**src/rtl/spi_pkg.sv**
```systemverilog
// Shared types and constants for the SPI responder port.
// Imported by the byte holding register and the top.
package spi_pkg;

  localparam int SPI_BITS = 8;
  localparam logic [7:0] SPI_FILL_DEF = 8'hFF;

  typedef enum logic {
    SPI_IDLE,
    SPI_SHIFT
  } spi_state_e;

endpackage

```
**src/rtl/spi_byte_hold.sv**
```systemverilog
// One-entry valid/ready holding register.
// BYPASS lets a pop and a push share a cycle.
module spi_byte_hold #(
  parameter int W      = 8,
  parameter bit BYPASS = 1'b0
) (
  input  logic         clk,
  input  logic         rst_n,
  input  logic         in_valid,
  input  logic [W-1:0] in_data,
  output logic         in_ready,
  output logic         out_valid,
  output logic [W-1:0] out_data,
  input  logic         out_ready
);

  logic         valid_q, valid_d;
  logic [W-1:0] data_q, data_d;

  assign in_ready  = BYPASS ? (~valid_q | out_ready) : ~valid_q;
  assign out_valid = valid_q;
  assign out_data  = data_q;

  always_comb begin
    valid_d = valid_q;
    data_d  = data_q;
    if (out_ready) valid_d = 1'b0;
    if (in_valid && in_ready) begin
      valid_d = 1'b1;
      data_d  = in_data;
    end
  end

  always_ff @(posedge clk or negedge rst_n) begin
    if (!rst_n) begin
      valid_q <= 1'b0;
      data_q  <= '0;
    end else begin
      valid_q <= valid_d;
      data_q  <= data_d;
    end
  end

endmodule

```
**src/rtl/spi_slave_port.sv**
```systemverilog
// Mode-0 SPI responder without chip select.
// Frames end on bit count or on an SCK idle timeout.
module spi_slave_port
  import spi_pkg::*;
#(
  parameter int         IDLE_TIMEOUT = 8,
  parameter logic [7:0] FILL_BYTE    = SPI_FILL_DEF
) (
  input  logic       wb_clk,
  input  logic       wb_rst,
  input  logic       sck,
  input  logic       mosi,
  output logic       miso,
  input  logic [7:0] tx_data,
  input  logic       tx_valid,
  output logic       tx_ready,
  output logic [7:0] rx_data,
  output logic       rx_valid,
  input  logic       rx_ready,
  output logic       busy,
  output logic       underrun,
  output logic       overrun,
  output logic       frame_err
);

  localparam int IW = $clog2(IDLE_TIMEOUT + 1);
  localparam logic [IW-1:0] TO_V = IW'(IDLE_TIMEOUT);
  localparam logic [2:0] LAST = 3'(SPI_BITS - 1);

  spi_state_e  state_q, state_d;
  logic        sck_q;
  logic [2:0]  bit_cnt_q, bit_cnt_d;
  logic [IW-1:0] idle_q, idle_d, idle_inc;
  logic        miso_q, miso_d;
  logic [7:0]  tx_shift_q, tx_shift_d;
  logic [6:0]  rx_shift_q, rx_shift_d;
  logic        underrun_q, underrun_d;
  logic        overrun_q, overrun_d;
  logic        ferr_q, ferr_d;

  logic        rise;
  logic        tx_full, tx_take;
  logic [7:0]  tx_buf, tx_src;
  logic        rx_push, rx_acc;
  logic [7:0]  rx_byte;

  assign rise     = sck & ~sck_q;
  assign tx_src   = tx_full ? tx_buf : FILL_BYTE;
  assign rx_byte  = {rx_shift_q, mosi};
  assign idle_inc = idle_q + IW'(1);

  spi_byte_hold #(.W(8), .BYPASS(1'b0)) u_tx_hold (
    .clk      (wb_clk),
    .rst_n    (wb_rst),
    .in_valid (tx_valid),
    .in_data  (tx_data),
    .in_ready (tx_ready),
    .out_valid(tx_full),
    .out_data (tx_buf),
    .out_ready(tx_take)
  );

  spi_byte_hold #(.W(8), .BYPASS(1'b1)) u_rx_hold (
    .clk      (wb_clk),
    .rst_n    (wb_rst),
    .in_valid (rx_push),
    .in_data  (rx_byte),
    .in_ready (rx_acc),
    .out_valid(rx_valid),
    .out_data (rx_data),
    .out_ready(rx_ready)
  );

  always_comb begin
    state_d    = state_q;
    bit_cnt_d  = bit_cnt_q;
    idle_d     = idle_q;
    miso_d     = miso_q;
    tx_shift_d = tx_shift_q;
    rx_shift_d = rx_shift_q;
    underrun_d = 1'b0;
    ferr_d     = 1'b0;
    tx_take    = 1'b0;
    rx_push    = 1'b0;
    unique case (state_q)
      SPI_IDLE: begin
        idle_d = '0;
        if (rise) begin
          tx_take    = tx_full;
          underrun_d = ~tx_full;
          miso_d     = tx_src[7];
          tx_shift_d = {tx_src[6:0], 1'b0};
          rx_shift_d = {6'b0, mosi};
          bit_cnt_d  = 3'd1;
          state_d    = SPI_SHIFT;
        end
      end
      SPI_SHIFT: begin
        if (rise) begin
          idle_d     = '0;
          rx_shift_d = {rx_shift_q[5:0], mosi};
          miso_d     = tx_shift_q[7];
          tx_shift_d = {tx_shift_q[6:0], 1'b0};
          bit_cnt_d  = bit_cnt_q + 3'd1;
          if (bit_cnt_q == LAST) begin
            rx_push = 1'b1;
            state_d = SPI_IDLE;
          end
        end else if (idle_inc == TO_V) begin
          // master stalled: drop the partial byte
          idle_d    = '0;
          bit_cnt_d = 3'd0;
          miso_d    = 1'b0;
          ferr_d    = 1'b1;
          state_d   = SPI_IDLE;
        end else begin
          idle_d = idle_inc;
        end
      end
    endcase
    overrun_d = rx_push & ~rx_acc;
  end

  always_ff @(posedge wb_clk or negedge wb_rst) begin
    if (!wb_rst) begin
      state_q    <= SPI_IDLE;
      sck_q      <= 1'b0;
      bit_cnt_q  <= 3'd0;
      idle_q     <= '0;
      miso_q     <= 1'b0;
      tx_shift_q <= 8'h00;
      rx_shift_q <= 7'h00;
      underrun_q <= 1'b0;
      overrun_q  <= 1'b0;
      ferr_q     <= 1'b0;
    end else begin
      state_q    <= state_d;
      sck_q      <= sck;
      bit_cnt_q  <= bit_cnt_d;
      idle_q     <= idle_d;
      miso_q     <= miso_d;
      tx_shift_q <= tx_shift_d;
      rx_shift_q <= rx_shift_d;
      underrun_q <= underrun_d;
      overrun_q  <= overrun_d;
      ferr_q     <= ferr_d;
    end
  end

  assign miso      = miso_q;
  assign busy      = (state_q == SPI_SHIFT);
  assign underrun  = underrun_q;
  assign overrun   = overrun_q;
  assign frame_err = ferr_q;

endmodule

```
**config.mk**
```make
export PLATFORM = sky130hd
export DESIGN_NAME = spi_slave_port
export DESIGN_NICKNAME = d
export VERILOG_FILES = /design/src/rtl/spi_pkg.sv /design/src/rtl/spi_byte_hold.sv /design/src/rtl/spi_slave_port.sv
export SDC_FILE = /design/constraint.sdc
export NUM_CORES = 1
export LEC_CHECK = 0
export ABC_AREA = 1
export ABC_CLOCK_PERIOD_IN_PS = 3500
export CORE_MARGIN = 3
export CORE_UTILIZATION = 56
export DETAILED_ROUTE_END_ITERATION = 10
export PLACE_DENSITY_LB_ADDON = 0.2
export SETUP_SLACK_MARGIN = 0.2
export SLEW_MARGIN = 30
export SYNTH_ARGS = -nofsm -noshare
export SYNTH_HDL_FRONTEND = slang
export SYNTH_SLANG_ARGS = --single-unit
```
**constraint.sdc**
```tcl
create_clock -name wb_clk -period 3.5 [get_ports wb_clk]
set_input_delay 0.7 -clock wb_clk [delete_from_list [all_inputs] [get_ports wb_clk]]
set_output_delay 0.7 -clock wb_clk [all_outputs]
set_load 0.01 [all_outputs]
```
======== Word-level counts from Yosys, hierarchy flattened ========
Cells that the tools add are included.
storage, ports and cells
  bits in registers ....................... 46
  bits in latches ......................... 0
  RAM bits ................................ 0
  memory bits (read-only) ................. 0
  input port bits ......................... 14
  output and inout port bits .............. 15
  word-level logic and storage cells ...... 72
  memories kept ........................... 0
operators by class
  add/sub/neg operators ................... 2
  multipliers ............................. 0
  div/mod/pow operators ................... 0
  magnitude comparators ................... 0
  equal/unequal tests ..................... 5
  shift operators ......................... 0
  multiplexer cells ....................... 37
  bitwise gates (word level) .............. 8
  reductions and logical operators ........ 6
operators by type and width
  cell                 count
  $mux 8               3
  $mux 1               21
  $pmux 8 s2           1
  $mux 7               2
  $pmux 7 s2           1
  $mux 3               3
  $mux 4               2
  $pmux 4 s2           1
  $pmux 3 s2           1
  $not 1->1            5
  $add 4x1->4 const B  1
  $eq 4x4->1 const B   1
  $pmux 1 s2           2
  $reduce_and 2->1     2
  $reduce_bool 2->1    2
  $add 3x1->3 const B  1
  $eq 3x3->1 const B   1
  $ne 3x1->1 const B   1
  $and 1x1->1          2
  $logic_and 1x1->1    2
  $ne 2x1->1 const B   1
  $ne 2x2->1 const B   1
  $or 1x1->1           1

======== Depth between registers and ports, before layout ========
Gate-level depths: netlist (run 1).
  depth in word-level cells ............... 6
  mapped depth ............................ 8
  depth with buffers taken out ............ 7

======== Hierarchy ========
Synthesis (run 1) repeated with hierarchy kept, for this count alone.
unflattened totals
  cell total of the unflattened synthesis .. 204
  area total of the unflattened synthesis .. 1945.6 µm²
modules (own cells, without submodules)
  module                     instances  cells each  area each (µm²)  seq. area each (µm²)
  spi_slave_port             1          127         1206.2           675.6
  spi_byte_hold (u_tx_hold)  1          38          371.6            225.2
  spi_byte_hold (u_rx_hold)  1          39          367.9            225.2

======== Worst setup path after synthesis (run 1) ========
Ideal clock, no wire load.
  path kind ............................... input-to-reg
  from .................................... in sck
  to ...................................... reg u_rx_hold.data_q[5] (netlist: u_rx_hold.out_data[5])
  library setup time ...................... 0.118 ns
  arrival ................................. 1.461 ns
  setup slack ............................. 1.921 ns
  cell stages on the path ................. 8
  path buffers ............................ 1
  cells stage by stage .................... inv_1 -> nor2_4 -> nand2_4 -> inv_4 -> nand3_4 -> buf_6 -> nand2_1 -> o21ai_2
on the way
  longest elaborated chain between the ends .. 4
ends and longest elaborated chain
  what                  RTL line              text
  from (decl)           spi_slave_port.sv:11  input logic sck,
  $and 1x1->1           spi_slave_port.sv:47  assign rise = sck & ~sck_q;
  $mux 1                spi_slave_port.sv:99  if (rise) begin
  $mux 1                spi_slave_port.sv:85  unique case (state_q)
  $logic_and 1x1->1     spi_byte_hold.sv:28   if (in_valid && in_ready) begin
  to (signal assigned)  spi_byte_hold.sv:40   data_q <= data_d;
  to (decl)             spi_byte_hold.sv:18   logic [W-1:0] data_q, data_d;
No other way between the ends.
A chain may end at the register's enable or synchronous reset.

======== Final worst setup path (run 1) ========
  from .................................... reg u_tx_hold.valid_q (netlist: u_tx_hold.out_valid)
  to ...................................... out tx_ready
on the way
  longest elaborated chain between the ends .. 1
ends and longest elaborated chain
  what                    RTL line              text
  from (decl)             spi_byte_hold.sv:17   logic valid_q, valid_d;
  from (signal assigned)  spi_byte_hold.sv:39   valid_q <= valid_d;
  $not 1->1               spi_byte_hold.sv:20   assign in_ready = BYPASS ? (~valid_q | out_ready) : ~valid_q;
  to (decl)               spi_slave_port.sv:16  output logic tx_ready,
No other way between the ends.

==> metrics.md, run 1 <==
| Metric | Value |
|---|---|
| Synthesized area | `between 1500 and 2000 um2` |
| Vias in the first global route | `between 1,000 and 1,500` |
| IO buf count | `28` |
| Setup Viol. Count Final | `0` |
| Worst-case clock buffer depth | `2` |
| Part of the cycle the worst path needs | `between 60% and 70%` |
| VDD IR-drop max | `420 uV` |
| 1st-pass router iterations | `4` |
| Worst path top cell family by delay | `buffers and inverters` |
| Routed Antenna Nets | `0` |
| RSZ-0062 raised after global routing | `no` |
| Initial antenna violation count | `0` |
| Setup TNS | `0 ns` |
| DRC viols | `0` |
| Minimum clock period | `~2.2 ns` |
| Final total power | `1.25 mW` |
| Clock sink count | `45` |
| Syn Nets | `around 190` |
| Yosys warning count | `0` |
| Post-DP HPWL | `about 2300 um` |
| Seq/Total Area, Yosys | `between 60% and 70%` |
| All-Layer GR Usage | `a little under a fifth` |
| Placed insts | `~240` |
| Worst EP required | `~2.8 ns` |
| WHS | `between 0.3 and 0.4 ns` |
| Power Dens Cells | `about 560 nW/um2` |
| Post-CTS setup buffer count | `0` |
| Clock network power share | `21.7%` |
| Worst Skew | `roughly 0.012 ns` |
| CTS Buf Count | `5` |
| Final Slew Violations | `0` |
| Standard-cell rows | `20` |
| Routability cong. | `roughly 0.8` |
| Leak pwr | `around 1.1 nW` |
| GR Overflow Total | `0` |
| WS Path Type | `register to output port` |
| Critical path fanouts, max | `11` |
| Leading cell type in the layout, fill and taps excluded | `dfrtp_1` |
| Largest net degree at the start of global routing | `46` |
| Die height | `63.3 um` |
| Depth of the CTS H-tree | `2` |
| Comb power frac | `21.8%` |
| Cell variety after synth | `20` |
| Most frequent cells in the layout | `dfrtp_1, nand2_1, clkdlybuf4s50_1` |
| Iter 0 DRT Violations | `83` |
| CP bufs+invs | `2` |
| Total net switching power | `between 300 and 400 uW` |
| Slowest CP cell | `clkdlybuf4s50_1` |
| Slew of the pin with the lowest slew margin | `0.532 ns` |
| WP data arrival | `around 1.5 ns` |
| Die Area | `around 4000 um2` |
| Crit path cell chain | `inv_1, clkdlybuf4s50_1` |
| WL/cell | `between 10 and 15 um` |
| DRT Wirelength | `about 3200 um` |
| First-pass GRT wire length | `approximately 6000 um` |
| Mapped Cells | `about 170` |
| CP max stage delay | `between 0.5 and 0.6 ns` |
| Clock Tree Root | `clkbuf_4` |
| Max transition margin | `64.5%` |
| PostCTS Resize Cnt | `0` |
| Hold buffers post-CTS | `0` |
| ANT cells | `0` |
| CORE AREA | `between 3000 and 4000 um2` |
| Switch share | `28.1%` |
| NumNets Final | `between 200 and 250` |
| Initial Util | `between 50% and 60%` |
| Status | `completed` |
| Width of the die | `approximately 63 um` |
| Final Hold Viols | `0` |
| Crit path capture type | `output port` |
| Number of top-level pins | `29` |
| Clk_lat worst skew | `around 0.35 ns` |
| Share of layout cells above drive strength 1 | `approximately 15%` |
| Min-Delay Path Class | `input pin to async pin` |
| Max-cap viol count | `0` |
| CTS tree | `built` |
| Register share of total power | `around 56%` |
| Area grow syn2layout | `20.7%` |
| Via count | `about 1,300` |
| Non-filler instance count after layout | `250` |
| Seq cells post-synth | `between 40 and 50` |
| Worst-path clk slew | `around 0.13 ns` |
| Max Freq | `around 0.45 GHz` |
| Syn Area/Cell | `10.6 um2` |
| P_int | `about 900 uW` |
| Crit path launch type | `register` |
| Routed vias/inst | `~5.3` |
[metal layers]
| metal | wire (um) | global-route usage [%] |
|---|---|---|
| met2 | 1640 | 30.7 |
| met4 | 42 | 7.82 |
| met5 | 0 | 0 |
| met3 | 181 | 5.35 |
| met1 | 1340 | 23.6 |
[cells by family after synthesis]
| logic type | after synthesis | share of synthesized area, % |
|---|---|---|
| AOI/OAI and AO/OA | 29 | 10.2 |
| adders and majority gates | 3 | 2.04 |
| buffers and inverters | 24 | 5.44 |
| DFF | 45 | 61.2 |
| muxes | 8 | 4.90 |
| and+or+nand+nor | 65 | 16.2 |
[registers in the layout (all words and copies together), names as in the netlist]
| register | flops |
|---|---|
| underrun | 1 |
| rx_shift_q | 7 |
| u_tx_hold.out_data | 8 |
| bit_cnt_q | 3 |
| u_tx_hold.out_valid | 1 |
| miso | 1 |
| overrun | 1 |
| sck_q | 1 |
| idle_q | 4 |
| busy | 1 |
| tx_shift_q | 7 |
| frame_err | 1 |
| u_rx_hold.out_data | 8 |
| u_rx_hold.out_valid | 1 |
[stage by stage]
stage | setup WS (ns) | utilization [%] | area [um2]
final | 1.27 | 71.5 | 2220
after global routing | 1.18 | 71.5 | 2220
after CTS | 1.24 | 71.5 | 2220
after detailed placement | 1.11 | 69.2 | 2150
after global placement | 1.17 | 69.2 | 2150
after floorplan | 1.92 | - | 1840
[final cells by class]
cell class	instances	area (um2)
Timing Repair Buffer	28	278
Fill cell	268	883
Sequential cell	45	1130
Multi-Input combinational cell	105	613
Tap cell	44	55.1
Clock inverter	1	5.00
Inverter	20	77.6
Clock buffer	7	65.1
[power by group through the flow]
stage / sequential, mW / combinational, mW / clock (mW)
6_report: 0.703 / 0.272 / 0.271
5_1_grt: 0.720 / 0.310 / 0.300
4_1_cts: 0.703 / 0.277 / 0.278
3_5_place_dp: 0.714 / 0.276 / 0
3_3_place_gp: 0.707 / 0.266 / 0
2_1_floorplan: 0.702 / 0.178 / 0
[synthesized netlist by cell type]
library cell / count / share of area [%]
mux2_2: 8 / 4.9
nand3_4: 1 / 0.95
o211ai_1: 2 / 0.82
or2_2: 1 / 0.34
ha_1: 3 / 2.0
nor2_4: 1 / 0.61
nand3_1: 13 / 3.5
o22ai_1: 6 / 2.0
nand2_1: 39 / 8.0
o21ai_2: 8 / 3.8
nand4_1: 2 / 0.68
inv_1: 19 / 3.9
nand2_4: 1 / 0.61
dfrtp_1: 45 / 61
o21ai_0: 13 / 3.5
nor2_1: 6 / 1.2
nor3_1: 1 / 0.27
inv_4: 1 / 0.34
buf_6: 1 / 0.61
clkbuf_1: 3 / 0.61
[path summary, 6_finish.rpt]
path | startpoint | to | slack (ns) | depth (start not counted)
max in group asynchronous | wb_rst | u_tx_hold.out_data[6] | 2.81 | 1
worst min register to register | u_tx_hold.out_valid | underrun | 0.45 | 1
worst min-delay path | wb_rst | miso | 0.32 | 1
worst max register to register | sck_q | u_rx_hold.out_data[7] | 1.93 | 6
min in group wb_clk | u_tx_hold.out_valid | underrun | 0.45 | 1
worst max-delay path | u_tx_hold.out_valid | tx_ready | 1.27 | 2
Note: power is estimated with default switching activity, not from simulation.
==> run 2, diff against run 1 <==
--- a/config.mk
+++ b/config.mk
@@ -6,9 +6,9 @@
 export NUM_CORES = 1
 export LEC_CHECK = 0
 export ABC_AREA = 1
-export ABC_CLOCK_PERIOD_IN_PS = 3500
+export ABC_CLOCK_PERIOD_IN_PS = 2160
 export CORE_MARGIN = 3
-export CORE_UTILIZATION = 56
+export CORE_UTILIZATION = 52
 export DETAILED_ROUTE_END_ITERATION = 10
 export PLACE_DENSITY_LB_ADDON = 0.2
 export SETUP_SLACK_MARGIN = 0.2
==> constraint.sdc (replaced) <==
create_clock -name wb_clk -period 2.16 [get_ports wb_clk]
set_input_delay 0.432 -clock wb_clk [delete_from_list [all_inputs] [get_ports wb_clk]]
set_output_delay 0.432 -clock wb_clk [all_outputs]
set_load 0.01 [all_outputs]
==> metrics.md, run 2 (synthesis results as in run 1) <==
| Metric | Value |
|---|---|
| 1st-pass router iterations | `4 (unchanged)` |
| Post-CTS setup buffer count | `0 (unchanged)` |
| Critical path fanouts, max | `5 (-6)` |
| ANT cells | `0 (unchanged)` |
| Via count | `1,279 (-2.7%)` |
| Iter 0 DRT Violations | `49 (-41%)` |
| Crit path launch type | `register` |
| Die Area | `4290 um2 (+7.0%)` |
| Crit path cell chain | `clkdlybuf4s50_1` |
| Non-filler instance count after layout | `253 (+1.2%)` |
| VDD IR-drop max | `608 uV (+45%)` |
| Worst path top cell family by delay | `buffers and inverters` |
| Power Dens Cells | `905 nW/um2 (+61%)` |
| WP data arrival | `1.43 ns (-0.10 ns)` |
| Initial Util | `57.4% (-1.9 points)` |
| GR Overflow Total | `0 (unchanged)` |
| WS Path Type | `register to output port` |
| Placed insts | `245 (+1.2%)` |
| DRC viols | `0 (unchanged)` |
| WL/cell | `12.5 um (-2.2%)` |
| IO buf count | `28 (unchanged)` |
| Leak pwr | `1.09 nW (+2.3%)` |
| Layout fillers | `279 (+4.1%)` |
| Routed vias/inst | `5.06 (-3.8%)` |
| Initial antenna violation count | `0 (unchanged)` |
| Worst Skew | `0.00694 ns (-0.00520 ns)` |
| Area grow syn2layout | `21.9%` |
| Clock Tree Root | `clkbuf_4` |
| Worst EP required | `1.73 ns (-1.07 ns)` |
| Crit path capture type | `output port` |
| NumNets Final | `225 (+1.4%)` |
| Max transition margin | `63.9% (-0.63 points)` |
| Depth of the CTS H-tree | `2 (unchanged)` |
| All-Layer GR Usage | `16.9% (-2.0 points)` |
| First-pass GRT wire length | `5490 um (-8.3%)` |
| Max-cap viol count | `0 (unchanged)` |
| RSZ-0062 raised after global routing | `no` |
| Worst-path clk slew | `0.12 ns (about the same)` |
| Routability cong. | `0.785 (-3.7%)` |
| CTS tree | `built` |
| Most frequent cells in the layout | `dfrtp_1, nand2_1, clkdlybuf4s50_1` |
| Number of top-level pins | `29 (unchanged)` |
| Min-Delay Path Class | `input pin to async pin` |
| Setup Viol. Count Final | `0 (unchanged)` |
| Largest net degree at the start of global routing | `46 (unchanged)` |
| CTS Buf Count | `5 (unchanged)` |
| DRT Wirelength | `3170 um (-1.0%)` |
| Final total power | `2.03 mW (+63%)` |
| Vias in the first global route | `1,242 (-8.3%)` |
| Share of layout cells above drive strength 1 | `16.3% (+1.7 points)` |
| Hold buffers post-CTS | `0 (unchanged)` |
| Clk_lat worst skew | `0.35 ns (about the same)` |
| Routed Antenna Nets | `0 (unchanged)` |
| Standard-cell rows | `20 (unchanged)` |
| Die height | `65.5 um (+3.4%)` |
| Clock sink count | `45 (unchanged)` |
| Worst-case clock buffer depth | `2 (unchanged)` |
| Final Hold Viols | `0 (unchanged)` |
| Post-DP HPWL | `2330 um (-0.50%)` |
| CP bufs+invs | `1 (-1)` |
| Slew of the pin with the lowest slew margin | `0.542 ns (+0.00950 ns)` |
| Status | `completed` |
| Setup TNS | `0 ns (unchanged)` |
| Pre-CTS setup slack | `0.221 ns (-0.891 ns)` |
| Post-layout util | `70.0% (-1.5 points)` |
| Max Freq | `about 0.54 GHz` |
| Slowest CP cell | `clkdlybuf4s50_1` |
| Part of the cycle the worst path needs | `86.0%` |
| CP max stage delay | `0.58 ns (about the same)` |
| Setup ws final | `0.301 ns (-0.973 ns)` |
| CORE AREA | `3200 um2 (+3.2%)` |
| Minimum clock period | `approximately 1.9 ns` |
| Final Slew Violations | `0 (unchanged)` |
| Leading cell type in the layout, fill and taps excluded | `dfrtp_1` |
| Width of the die | `65.5 um (+3.4%)` |
run 2: changes by cell type in the layout (fill, tap and decap cells not counted):
cell	change
buf_4	+2
inv_1	-1
buf_2	+1
clkdlybuf4s50_1	-1
inv_2	+1
dlymetal6s2s_1	+1
run 2: what timing repair did:
action                     CTS  global route
gates resized for setup      1             1
hold endpoints to repair     0             0
setup endpoints to repair    1             1
run 2: final cells by class:
cell class,count,area [um2],area share (%)
clock inverter,1,5.00,0.223
clock buffer,7,65.1,2.90
timing repair buffer,31,300,13.4
tap,44,55.1,2.46
sequential,45,1130,50.2
inverter,20,77.6,3.46
multi-input combinational,105,613,27.3
run 2: through the flow:
| step | cell area [um2] | hold slack (ns) |
|---|---|---|
| after global routing | 2240 | 0.160 |
| after detailed placement | 2170 | 0.415 |
| after CTS | 2240 | 0.142 |
| final | 2240 | 0.140 |
| after floorplan | 1840 | 0.136 |
| after global placement | 2170 | 0.412 |
run 2: path summary, 6_finish.rpt:
check                                         start                     to  slack (ns)  depth (start not counted)
worst max-delay path                           busy                   busy        0.30                          1
worst min-delay path                         wb_rst  u_rx_hold.out_data[2]        0.14                          2
worst max register to register                sck_q  u_rx_hold.out_data[1]        0.79                          6
worst min register to register  u_tx_hold.out_valid               underrun        0.45                          1
max in group asynchronous                    wb_rst  u_tx_hold.out_data[1]        1.65                          2
min in group wb_clk             u_tx_hold.out_valid               underrun        0.45                          1
run 2: metal layers:
layer  routed length (um)  vias to the layer above  global-route usage, %  part of all wire, %
met5                    0                        -                      0                    0
li1                     -                      641                      -                    -
met1                 1500                      611                   21.5                   47
met4                   50                        0                   6.22                  1.6
met3                  118                        6                   5.13                  3.7
met2                 1500                       21                   27.2                   47
run 2: report_power, final:
group	switching (mW)	total, mW	internal [mW]
Clock	0.253	0.442	0.189
Combinational	0.219	0.447	0.228
Sequential	0.105	1.14	1.04
Total	0.576	2.03	1.45
==> edit, RTL diff (settings of run 1) <==
Put one more register stage on the output `frame_err`, with the module's reset. The value now appears one clock later. The other outputs are not delayed to match.
--- a/src/rtl/spi_slave_port.sv
+++ b/src/rtl/spi_slave_port.sv
@@ -152,5 +152,11 @@
   assign underrun  = underrun_q;
   assign overrun   = overrun_q;
-  assign frame_err = ferr_q;
+  always_ff @(posedge wb_clk or negedge wb_rst) begin
+    if (!wb_rst) begin
+      frame_err <= '0;
+    end else begin
+      frame_err <= ferr_q;
+    end
+  end
 
 endmodule
Function: changed (a bounded check fails within 10 cycles, from zero or initial values and one cycle with wb_rst low).
==> edit against run 1 <==
- core utilization up 1.1 points
- wire length increased by 8.3%
- area after synthesis is 1.4% higher
- sequential share of layout area increased by 0.35 points
- sequential cell count up 1
- worst setup slack got worse by 0.021 ns
- total power increased by 3.4%
- non-clock buffer count unchanged
- register-to-register slack about the same
- count of clock-buffer cells in the layout rose by 1
- cell area rose by 1.5%
==> edit: results (changes against run 1) <==
| Metric | Value |
|---|---|
| Status | `complete, no violations (unchanged)` |
| Number of DRC markers in iteration 0 | `74 (was 83)` |
| Routed vias/inst | `5.27 (was 5.26)` |
| CP Max Fanout | `11 (unchanged)` |
| Cell-internal power | `928 uW (was 895 uW)` |
| Least-Margin Pin Slew | `0.550 ns (was 0.532 ns)` |
| Max incr delay on CP | `0.59 ns (about the same)` |
| PostCTS Resize Cnt | `0 (unchanged)` |
| # diodes | `0 (unchanged)` |
| CP delay by family, top | `buffers and inverters (unchanged)` |
| Setup slack, reg-to-reg | `1.93 ns (about the same)` |
| Clk buf depth | `2 (unchanged)` |
| Worst hold margin | `0.324 ns (was 0.322 ns)` |
| Pre-antenna DRT Iters | `4 (unchanged)` |
| Top post-synthesis cells by count | `dfrtp_1 (46), nand2_1 (39), inv_1 (19) (was dfrtp_1 (45), nand2_1 (39), inv_1 (19))` |
| Setup TNS | `0 ns (unchanged)` |
| Antenna violations before repair | `0 (unchanged)` |
| GRT Overall Usage | `0.194 (was 0.188)` |
| Pleak | `0.00108 uW (was 0.00106 uW)` |
| Worst Hold Class | `input port to async pin (unchanged)` |
| Worst IR drop on VDD | `0.000384 V (was 0.000420 V)` |
| CTS root buf | `clkbuf_4 (unchanged)` |
| Maximum number of pins on one net before global-route repair | `47 (was 46)` |
| Share of cells above drive strength 1 | `0.145 (was 0.146)` |
| Port buffer count | `28 (unchanged)` |
| Skew final | `0.00652 ns (was 0.0121 ns)` |
| Vias in the first global route | `1,434 (was 1,355)` |
| Critical-path top delay cell | `clkdlybuf4s50_1 (unchanged)` |
| Async S/R FF share, synth | `1.00 (unchanged)` |
| DRC viols | `0 (unchanged)` |
| Synth Net Count | `192 (was 191)` |
| Layout Nets | `223 (was 222)` |
| Post-CTS setup buffers | `0 (unchanged)` |
| CTS Buf Count | `5 (unchanged)` |
| HPWL Detailed | `2.53 mm (was 2.35 mm)` |
| Worst-Skew Late Latency | `0.35 ns (about the same)` |
| FILL cells | `263 (was 268)` |
| Global-route wire length before repair | `6.11 mm (was 5.99 mm)` |
| Distinct cells, synth | `20 (unchanged)` |
| CP arrival | `1.55 ns (was 1.53 ns)` |
| Register area share after synthesis | `0.617 (was 0.612)` |
| Ranking of synthesized cells by area | `dfrtp_1 (62%), nand2_1 (7.9%), mux2_2 (4.8%), inv_1 (3.8%), o21ai_2 (3.8%) (was dfrtp_1 (61%), nand2_1 (8.0%), mux2_2 (4.9%), inv_1 (3.9%), o21ai_2 (3.8%))` |
| Wire per inst | `13.8 um (was 12.8 um)` |
| Clock slew at reported path FFs | `0.12 ns` |
| Placer Congestion | `0.810 (was 0.815)` |
| Synth Warn # | `0 (unchanged)` |
| Htree depth | `2 (unchanged)` |
## edit: changes by cell type in the layout (fill, tap and decap cells not counted)
cell,delta
clkbuf_8,+1
clkinv_2,-1
dfrtp_1,+1
## edit: area by class of cell
cell class                 instances  area share
sequential                        46       0.511
multi-input combinational        105       0.272
timing repair buffer              28       0.123
clock buffer                       8      0.0350
inverter                          20      0.0344
tap                               44      0.0244
## edit: worst reg2reg max path, stage by stage (launching register included)
cell and delay (ns):
dfrtp_1 0.42, nor2_4 0.34, nand2_4 0.17, inv_4 0.14, nand3_4 0.21, nand2_1 0.15, o21ai_2 0.06
## edit: cell families after synthesis
group | count (synthesis) | share of synthesized area
and+or+nand+nor | 65 | 0.160
DFF | 46 | 0.617
AOI/OAI and AO/OA | 29 | 0.101
buffers and inverters | 24 | 0.0537
muxes | 8 | 0.0483
adders and majority gates | 3 | 0.0201
## edit: path summary, 6_finish.rpt
kind,end,depth (start not counted),startpoint
worst max-delay path,tx_ready,2,u_tx_hold.out_valid$_DFFE_PN0P_
worst min-delay path,u_rx_hold.out_data[7]$_DFFE_PN0P_,1,wb_rst
worst max register to register,u_rx_hold.out_data[6]$_DFFE_PN0P_,6,sck_q$_DFF_PN0_
worst min register to register,frame_err$_DFF_PN0_,0,ferr_q$_DFF_PN0_
max in group asynchronous,u_tx_hold.out_data[3]$_DFFE_PN0P_,1,wb_rst
min in group wb_clk,frame_err$_DFF_PN0_,0,ferr_q$_DFF_PN0_
## edit: power groups by stage
stage / Clock [uW] / Sequential (uW) / Combinational [uW]
finish: 293 / 715 / 280
global route: 329 / 730 / 318
CTS: 299 / 715 / 285
detailed placement: 0 / 726 / 284
global placement: 0 / 720 / 266
floorplan: 0 / 714 / 178
## edit: layer usage
layer / track usage / up-vias / wire [um]
li1: - / 640 / -
met1: 0.216 / 631 / 1390
met2: 0.342 / 40 / 1790
met3: 0.0446 / 12 / 178
met4: 0.0997 / 0 / 102
met5: 0 / - / 0
## edit: stage by stage
step / instances / worst slack, ns / util / area, um2
6_report: 251 / 1.25 / 0.726 / 2250
5_1_grt: 251 / 1.15 / 0.726 / 2250
4_1_cts: 251 / 1.24 / 0.725 / 2250
3_5_place_dp: 243 / 1.10 / 0.700 / 2170
3_3_place_gp: 243 / 1.18 / 0.700 / 2170
2_1_floorplan: 175 / 1.92 / - / 1860
